`config.mk`:
```
export PLATFORM = sky130hd
export DESIGN_NAME = serial_subtractor
export DESIGN_NICKNAME = d
export VERILOG_FILES = /design/src/rtl/serial_sub_pkg.sv /design/src/rtl/serial_subtractor_full_subtractor.sv /design/src/rtl/serial_subtractor.sv
export SDC_FILE = /design/constraint.sdc
export NUM_CORES = 1
export LEC_CHECK = 0
export CAP_MARGIN = 10
export CORE_AREA = 2 2 65 67
export DETAILED_ROUTE_END_ITERATION = 12
export DIE_AREA = 0 0 67 69
export PLACE_DENSITY = 0.65
export SYNTH_ARGS = -nofsm -noshare
export SYNTH_HDL_FRONTEND = slang
export SYNTH_SLANG_ARGS = --single-unit
```
`constraint.sdc`:
```
create_clock -name clk -period 1.85 [get_ports clk]
set_input_delay 0.555 -clock clk [delete_from_list [all_inputs] [get_ports clk]]
set_output_delay 0.555 -clock clk [all_outputs]
set_load 0.01 [all_outputs]
```
`src/rtl/serial_sub_pkg.sv`:
```
// Shared definitions for the bit-serial subtractor: FSM state encoding and default width.
package serial_sub_pkg;

    localparam int DEFAULT_WIDTH = 8;

    typedef enum logic [1:0] {
        IDLE  = 2'd0,
        SHIFT = 2'd1,
        DONE  = 2'd2
    } state_t;

endpackage

```
`src/rtl/serial_subtractor_full_subtractor.sv`:
```
// Single-bit full subtractor cell: d = x - y - bi, bo set when the bit borrows.
module full_subtractor (
    input  logic x,
    input  logic y,
    input  logic bi,
    output logic d,
    output logic bo
);

    assign d  = x ^ y ^ bi;
    assign bo = (~x & y) | (~(x ^ y) & bi);

endmodule

```
`src/rtl/serial_subtractor.sv`:
```
// Bit-serial a - b - bin, LSB first, one bit per clock with start/busy/done handshake.
// Optional signed-overflow output enabled by defining SERIAL_SUB_OVF_EN.
//
// state | meaning
// IDLE  | waiting for start
// SHIFT | one operand bit processed per edge, WIDTH edges total
// DONE  | diff/bout valid, done pulses; start here chains the next operation
module serial_subtractor
    import serial_sub_pkg::*;
#(
    parameter int WIDTH = DEFAULT_WIDTH
) (
    input  logic             clk,
    input  logic             rst_n,
    input  logic             start,
    input  logic [WIDTH-1:0] a,
    input  logic [WIDTH-1:0] b,
    input  logic             bin,
    output logic [WIDTH-1:0] diff,
    output logic             bout,
    output logic             busy,
    output logic             done
`ifdef SERIAL_SUB_OVF_EN
    ,
    output logic             ovf
`endif
);

    localparam int CW = $clog2(WIDTH);

    state_t           state;
    state_t           next_state;
    logic [WIDTH-1:0] opa;
    logic [WIDTH-1:0] opb;
    logic [WIDTH-2:0] res;
    logic             brw;
    logic [CW-1:0]    cnt;
    logic             last;
    logic             cell_d;
    logic             cell_bo;
    logic [WIDTH-1:0] res_next;

    full_subtractor u_cell (
        .x  (opa[0]),
        .y  (opb[0]),
        .bi (brw),
        .d  (cell_d),
        .bo (cell_bo)
    );

    // Counter is exactly wide enough for WIDTH-1; compare at that width so power-of-two WIDTH cannot wrap early.
    assign last     = (cnt == CW'(WIDTH - 1));
    assign res_next = {cell_d, res};

    always_comb begin
        next_state = state;
        busy       = 1'b0;
        done       = 1'b0;
        case (state)
            IDLE: begin
                if (start) next_state = SHIFT;
            end
            SHIFT: begin
                busy = 1'b1;
                if (last) next_state = DONE;
            end
            DONE: begin
                done       = 1'b1;
                next_state = start ? SHIFT : IDLE;
            end
            default: next_state = IDLE;
        endcase
    end

    always_ff @(posedge clk) begin
        if (!rst_n) begin
            state <= IDLE;
            opa   <= '0;
            opb   <= '0;
            res   <= '0;
            brw   <= 1'b0;
            cnt   <= '0;
            diff  <= '0;
            bout  <= 1'b0;
`ifdef SERIAL_SUB_OVF_EN
            ovf   <= 1'b0;
`endif
        end else begin
            state <= next_state;
            case (state)
                IDLE, DONE: begin
                    if (start) begin
                        opa <= a;
                        opb <= b;
                        brw <= bin;
                        cnt <= '0;
                    end
                end
                SHIFT: begin
                    opa <= opa >> 1;
                    opb <= opb >> 1;
                    brw <= cell_bo;
                    res <= res_next[WIDTH-1:1];
                    cnt <= cnt + CW'(1);
                    if (last) begin
                        diff <= res_next;
                        bout <= cell_bo;
`ifdef SERIAL_SUB_OVF_EN
                        // Borrow into the MSB differs from borrow out of it exactly on signed overflow.
                        ovf  <= brw ^ cell_bo;
`endif
                    end
                end
                default: ;
            endcase
        end
    end

endmodule
```
# After elaboration in Yosys (flattened, before gate mapping)
# Index checks and enable logic that the tools add are counted.
totals:
  regBits: 38
  inputBits: 20
  out_inout_bits: 11
  elab_cells: 42
op_classes:
  add_sub_neg: 1
  n_eq_ne: 6
  muxes: 14
  n_bitwise: 7
  reduce_logical: 6
ops:
  columns: ["op", "n"]
  rows:
  - ["$pmux W8 S2", 2]
  - ["$mux W8", 2]
  - ["$ne A2 B2 Y1 const B", 3]
  - ["$pmux W2 S3", 1]
  - ["$pmux W3 S2", 1]
  - ["$reduce_and A2 Y1", 3]
  - ["$mux W1", 4]
  - ["$mux W2", 2]
  - ["$add A3 B1 Y3 const B", 1]
  - ["$eq A3 B3 Y1 const B", 1]
  - ["$mux W3", 1]
  - ["$and A1 B1 Y1", 2]
  - ["$eq A2 B1 Y1 const B", 1]
  - ["$eq A2 B2 Y1 const B", 1]
  - ["$logic_not A2 Y1", 1]
  - ["$not A1 Y1", 2]
  - ["$pmux W1 S2", 1]
  - ["$reduce_bool A2 Y1", 1]
  - ["$reduce_or A2 Y1", 1]
  - ["$xor A1 B1 Y1", 2]
  - ["$or A1 B1 Y1", 1]

# Depth between registers and ports, before layout
# Gate-level depths: netlist (run 1).
logic_depth:
  word_depth: 5
  mapped_depth: 6
  mapped_depth_nobuf: 5

# Cells and area by module
# A second synthesis (run 1) with hierarchy kept.
unflattened:
  cells_unflattened: 192
  area_unflattened_um2: 1589.0
modules_own_cells:
  columns: ["mod", "n_inst", "cells_per_inst", "area_per_inst_um2", "seq_area_each_um2"]
  rows:
  - ["serial_subtractor", 1, 188, 1557.7, 760.7]
  - ["full_subtractor", 1, 4, 31.3, 0.0]

# Worst setup path after synthesis (run 1)
# Ideal clock, no wire load.
synth_timing:
  path_kind: "register to output"
  start: "reg state[1]"
  end: "out busy"
  arrival_ps: 749
  t_required_ps: 1295
  slack_ps: 546
  path_stages_with_launch: 5
  n_path_buf: 2
  path_cell_list: "dfxtp_1 nand2b_1 buf_6 clkinv_2 buf_4"
synth_between:
  elab_chain_cells: 2
synth_rtl:
  columns: ["element", "line", "text"]
  rows:
  - ["start: declaration", "serial_subtractor.sv:31", "state_t state;"]
  - ["start signal: assignment", "serial_subtractor.sv:89", "state <= next_state;"]
  - ["$eq A2 B1 Y1", "serial_subtractor.sv:59", "case (state)"]
  - ["$mux W1", "serial_subtractor.sv:59", null]
  - ["end: declaration", "serial_subtractor.sv:21", "output logic busy,"]
# No other way between the ends.

# Worst setup path after layout (run 1)
layout_timing:
  start: "reg bout"
  end: "out bout"
layout_rtl:
  columns: ["element", "line", "text"]
  rows:
  - ["start: declaration", "serial_subtractor.sv:20", "output logic bout,"]
  - ["start signal: assignment", "serial_subtractor.sv:107", "bout <= cell_bo;"]
# No word-level cell between the ends.

==> metrics.txt, run 1 <==
outcome finished, final reports clean; Int Power 1259 µW; num rows 23; global-route wire length before repair 5250 µm; Via Count 1,333; Netlist cell types 23; post-route insts no fill 270; # placed instances 262; leakage 0.0007090 µW; DIE WIDTH 67 µm; Final setup viols 0; Least-Margin Pin Slew 379.3 ps; CP arrival 1170 ps; CP required 1290 ps; Final Hold Fails 0; Yosys warnings 0; final period utilization 93.27%; area delta synth->final 28.91%; FF+latch count, synth 38; WP buf/inv 1; Setup crit end kind output pin; kind of critical path reg -> out; Final Max Tran Viols 0; DRC 0; fill cell count 404; post-synthesis cell count 189; DP Wirelength 2070 µm; Hold Slack 454.0 ps; Crit path max-delay family buffers and inverters; Syn Area/Cell 8.083 µm²; pwr/cell area 842.4 nW/µm²; clock sink total 38; Worst path slowest cell clkdlybuf4s50_1; grt ovf 0; Setup crit start kind flop; most frequent cells in the layout nand2_1 (54), dfxtp_1 (37), clkdlybuf4s50_1 (28); TNS Setup 0 ps; Rel. slew slack 74.71%; Worst path max stage delay 540 ps; GRT Util Overall 14.66%; crit path time final 1726 ps; Inserted Clock Buffers 5; post-route ant nets 0; chip height 69 µm; layout cells sized above 1 8.636%; RSZ-0062 raised after global routing false; drt pass-1 iters 4; diode count 0; effective utilization at floorplan 39.03%; routed len/inst 11.34 µm; Core Area 3914 µm²; Reg clk slew, reported paths 70 ps; Vias/cell 4.937; Clock Power Share 34.1%; DRT Wirelength 3061 µm; worst min path class reg -> reg; VDD IR-drop max 0.4289 mV; cell area after synthesis 1528 µm²; GPL Wtd Cong 0.7269; Switch Pwr 400.1 µW; Switching Share 24.12%; largest net degree at the start of global routing 44; H-tree levels 2; io pins 31; CP Cell Sequence clkdlybuf4s50_1; CP max FO 2; Max Freq 579.5 MHz; vias in the first global route 1,165; clk root buf clkbuf_8; Die Footprint 4623 µm²; commonest non-fill, non-tap cell in the layout nand2_1; worst clock skew 4.094 ps; Max Cap Viol 0; initial antenna violation count 0; Gate power share 12.6%; DR iter-0 viols 88; Flop pwr share 53.2%; Total Nets Final 242; maximum root-to-sink buffer count 2; CTS tree yes; part of the Yosys area used for sequential elements 49.80%; syn nets 212; I/O Buffers 30; Post CTS Setup Buffer Count 0; clk_lat worst skew 280 ps
==> worst paths after layout <==
kind / startpoint / endpoint / slack, ps / cells after the start
setup / recovery: bout$_SDFFE_PN0P_ / bout / 120 / 1
hold / removal: diff[5]$_SDFFE_PN0P_ / diff[5]$_SDFFE_PN0P_ / 450 / 2
setup reg to reg: cnt[0]$_SDFFE_PN0P_ / diff[3]$_SDFFE_PN0P_ / 550 / 5
hold reg to reg: diff[5]$_SDFFE_PN0P_ / diff[5]$_SDFFE_PN0P_ / 450 / 2
==> per-layer routing <==
metal  wire (µm)  part of all wire [%]  track usage [%]
met1        1430                    47            19.22
met2        1460                    48            22.11
met3         119                   3.9            4.894
met4          50                   1.6            5.442
met5           0                     0                0
==> per-stage QoR <==
stage | worst slack [ps] | utilization (%) | cell area [µm²] | total power, µW
floorplan | 545.6 | - | 1528 | 1031
global placement | 163.3 | 48.02 | 1879 | 1107
detailed placement | 136.8 | 48.02 | 1879 | 1112
CTS | 111.3 | 50.32 | 1969 | 1681
global route | 69.82 | 50.32 | 1969 | 1752
finish | 124.5 | 50.32 | 1969 | 1659
==> repair_timing <==
| item | 4_1_cts | 5_1_grt |
|---|---|---|
| resized for setup | 3 | 0 |
| setup endpoints to repair | 2 | 0 |
| hold buffers | 0 | 0 |
==> power by group through the flow <==
stage	clock network, µW	registers (µW)	logic (µW)
2_1_floorplan	0	894	137
3_3_place_gp	0	899	208
3_5_place_dp	0	901	211
4_1_cts	586	883	211
5_1_grt	628	888	236
6_report	566	883	209
==> kinds of logic (layout without fill, tap and decap cells) <==
group           count (synthesis)  in the layout  share of synthesized area [%]
flops                          38             38                          49.80
simple gates                   76             76                          20.88
compound gates                 53             53                          19.82
buf+inv                        19             50                          6.551
fa+ha+maj                       3              3                          2.948
==> synthesized netlist by cell type <==
cell,instances,area share [%]
nand2_1,54,13
dfxtp_1,38,50
a21oi_1,21,6.9
a31oi_1,14,5.7
nand3_1,14,4.6
o21ai_0,14,4.6
buf_2,7,2.3
clkbuf_1,4,0.98
inv_1,3,0.74
nand2b_1,3,1.2
buf_6,2,1.5
ha_1,2,1.6
nor2_1,2,0.49
nor2b_1,2,0.82
a21oi_2,1,0.57
a2bb2oi_1,1,0.57
a311oi_2,1,0.98
buf_1,1,0.25
buf_4,1,0.49
clkinv_2,1,0.33
fa_1,1,1.3
nand3b_1,1,0.49
o21a_1,1,0.49
==> sequential cells by signal (all words and copies together), names as in the netlist <==
signal,cells
bout,1
opa,8
cnt,3
res,7
brw,1
diff,8
opb,8
state,2
==> area by class of cell <==
cell class | count | area [µm²] | area share, %
Sequential cell | 38 | 762.0 | 38.69
Multi-Input combinational cell | 132 | 666.9 | 33.86
Timing Repair Buffer | 38 | 370.4 | 18.81
Clock buffer | 7 | 86.33 | 4.384
Tap cell | 50 | 62.56 | 3.177
Inverter | 4 | 16.27 | 0.8259
Clock inverter | 1 | 5.005 | 0.2541
No activity file was read; power rests on OpenSTA's default activity.
==> run 2: changes to the inputs <==
--- a/config.mk
+++ b/config.mk
@@ -13,3 +13,4 @@
 export SYNTH_ARGS = -nofsm -noshare
 export SYNTH_HDL_FRONTEND = slang
 export SYNTH_SLANG_ARGS = --single-unit
+export TNS_END_PERCENT = 30
==> results of run 2 <==
The final DEF is identical to that of run 1; final timing and power are the same.
==> run 3: changes to the inputs <==
--- a/config.mk
+++ b/config.mk
@@ -5,11 +5,13 @@
 export SDC_FILE = /design/constraint.sdc
 export NUM_CORES = 1
 export LEC_CHECK = 0
+export ABC_AREA = 1
 export CAP_MARGIN = 10
-export CORE_AREA = 2 2 65 67
+export CORE_AREA = 2 2 68 70
 export DETAILED_ROUTE_END_ITERATION = 12
-export DIE_AREA = 0 0 67 69
-export PLACE_DENSITY = 0.65
+export DIE_AREA = 0 0 70 72
+export GPL_ROUTABILITY_DRIVEN = 1
+export PLACE_DENSITY = 0.63
 export SYNTH_ARGS = -nofsm -noshare
 export SYNTH_HDL_FRONTEND = slang
 export SYNTH_SLANG_ARGS = --single-unit
==> run 3 against run 2 <==
Effect of this change: first-iteration DRC count decreased by 5.7%; synthesized area increased by 7.9%; highest routed layer unchanged; critical path type unchanged; total power increased by 12%; sequential share of layout area decreased by 2.0 points; worst hold slack improved by 8.5 ps.
==> metrics.txt, run 3 <==
outcome finished, final reports clean; CP Cell Sequence clkdlybuf4s50_1; path depth of the worst reg2reg path 6; Simple-Gate Fraction of Synth Area 35.16%; chip height 72 µm; worst reg2reg path endpoint bout$_SDFFE_PN0P_; share of the synthesized area in the top cell type 46.17%; Inserted Clock Buffers 5; diode count 0; total power 1861 µW; clk_lat worst skew 290 ps; DIE WIDTH 70 µm; Max Cap Viol 0; Clock Power Share 36.8%; leakage 0.0008884 µW; fill cell count 438; Netlist cell types 18; DRT Wirelength 3340 µm; VDD IR-drop max 0.4364 mV; Gate power share 14.9%; fraction of registers with async set/reset 0%; Setup crit end kind output pin; Via Count 1,440; Yosys warnings 0; main combinational cell family by area after synthesis simple AND/OR/NAND/NOR gates; top-count cell post-synth nand3_1; maximum root-to-sink buffer count 2; commonest non-fill, non-tap cell in the layout nand3_1; Critical Path Start diff[3]$_SDFFE_PN0P_; Int Power 1392 µW; Commonest cells post-synth nand3_1 (43), dfxtp_1 (38), nand2_1 (34); io pins 31; part of the Yosys area used for sequential elements 46.17%; DR iter-0 viols 83; kind of critical path reg -> out; largest net degree at the start of global routing 44; WP buf/inv 1; post-route insts no fill 304; post-route ant nets 0; Rel. slew slack 68.63%; TNS Setup 0 ps; Setup crit start kind flop; Switch Pwr 469.2 µW; synthesized-area fraction occupied by adder cells 2.733%; Switching Share 25.21%; crit path time final 1759 ps; Reg clk slew, reported paths 70 ps; Post CTS Setup Buffer Count 0; final period utilization 95.07%; Area contributors post-synth dfxtp_1 (46%), nand3_1 (13%), nand2_1 (7.7%); initial antenna violation count 0; crit path to diff[3]; worst min path class reg -> reg; grt ovf 0; Crit path max-delay family buffers and inverters; Max Freq 568.6 MHz; routed len/inst 10.99 µm; clock sink total 38; I/O Buffers 30; GPL Wtd Cong 0.7529; complex-gate fraction of the synthesized area 5.467%; Syn Area/Cell 7.456 µm²; Total Nets Final 274; post-synthesis cell count 221; Core Area 4264 µm²; Final Hold Fails 0; cell area after layout 2085 µm²; area delta synth->final 26.50%; global-route wire length before repair 5761 µm; mux contribution to synthesized area 0%; cell area after synthesis 1648 µm²; clk root buf clkbuf_8; placed standard-cell area 1973 µm²; main flop type after synthesis dfxtp_1; layout cells sized above 1 8.730%; Final setup viols 0; Flop pwr share 48.2%; pwr/cell area 892.8 nW/µm²; CP Depth 1; Regs by FF count diff (8), opa (8), opb (8); R2R setup slack 400 ps; DRC 0; FF+latch count, synth 38; CTS tree yes; CP max FO 2; Yosys top cell by area dfxtp_1; Final Max Tran Viols 0; # placed instances 296; Die Footprint 5040 µm²; syn nets 244; Worst path slowest cell clkdlybuf4s50_1; Least-Margin Pin Slew 468.8 ps; Worst path max stage delay 550 ps; effective utilization at floorplan 38.64%; Post-synth EDFFs 0; GRT Util Overall 14.30%; vias in the first global route 1,295; worst clock skew 2.991 ps; RSZ-0062 raised after global routing false; Crit Reg-Reg Startpoint state[0]$_SDFFE_PN0P_; drt pass-1 iters 4; CP arrival 1200 ps; H-tree levels 2; num rows 24; Synth Area in XOR/XNOR 0%; Hold Slack 462.5 ps; Vias/cell 4.737; DP Wirelength 2213 µm; most frequent cells in the layout nand3_1 (43), dfxtp_1 (36), nand2_1 (34); CP required 1290 ps
run 3: cell types whose count changed after synthesis, moves of 14 or more:
cell     previous run  this run
nand2_1            54        34
inv_1               3        19
nor2_1              2        32
nor3_1              0        14
a31oi_1            14         0
nand3_1            14        43
run 3: cell type report:
class,count,area (µm²),area share [%]
clock buffer,5,68.82,3.301
timing repair buffer,35,347.8,16.69
inverter,22,82.58,3.962
sequential,38,765.7,36.73
tap,52,65.06,3.121
clock inverter,3,40.04,1.921
multi-input combinational,149,714.4,34.27
run 3: stage by stage:
step / util (%) / setup WS [ps]
finish: 48.89 / 91.19
global route: 48.89 / 63.29
CTS: 48.89 / 79.73
detailed placement: 46.27 / 132.3
global placement: 46.27 / 154.6
floorplan: - / 538.0
run 3: cells by family after synthesis:
| kind of cell | count (synthesis) |
|---|---|
| AND/OR/NAND/NOR | 128 |
| adder cells (fa/ha/maj) | 3 |
| AO/OA/AOI/OAI | 18 |
| buffers and inverters | 34 |
| flip-flops | 38 |
run 3: layer usage:
| layer | vias to the layer above | track usage, % | routed length (µm) |
|---|---|---|---|
| met4 | 0 | 6.410 | 71 |
| met5 | - | 0 | 0 |
| met1 | 629 | 17.88 | 1682 |
| met3 | 6 | 4.583 | 160 |
| li1 | 777 | - | - |
| met2 | 28 | 22.75 | 1426 |
run 3: repair_timing:
action | in CTS | in global routing
hold buffers | 0 | 0
resized for setup | 5 | 0
setup endpoints to repair | 2 | 0
endpoints found under the hold margin | 0 | 0
run 3: how the worst min path moves through the flow:
stage / from / end / slack (ps) / cells past startpoint
final: diff[2]$_SDFFE_PN0P_ / diff[2]$_SDFFE_PN0P_ / 460 / 2
after global routing: res[4]$_SDFFE_PN0N_ / diff[4]$_SDFFE_PN0P_ / 480 / 2
after CTS: diff[2]$_SDFFE_PN0P_ / diff[2]$_SDFFE_PN0P_ / 470 / 2
after detailed placement: diff[2]$_SDFFE_PN0P_ / diff[2]$_SDFFE_PN0P_ / 460 / 2
after global placement: cnt[0]$_SDFFE_PN0P_ / cnt[0]$_SDFFE_PN0P_ / 450 / 1
after floorplan: res[3]$_SDFFE_PN0N_ / diff[3]$_SDFFE_PN0P_ / 440 / 2
run 3: power by group through the flow:
stage          Clock, µW  Combinational (µW)  Sequential (µW)
6_report             685                 278              898
5_1_grt              737                 323              904
4_1_cts              703                 280              898
3_5_place_dp           0                 280              918
3_3_place_gp           0                 278              917
2_1_floorplan          0                 207              912
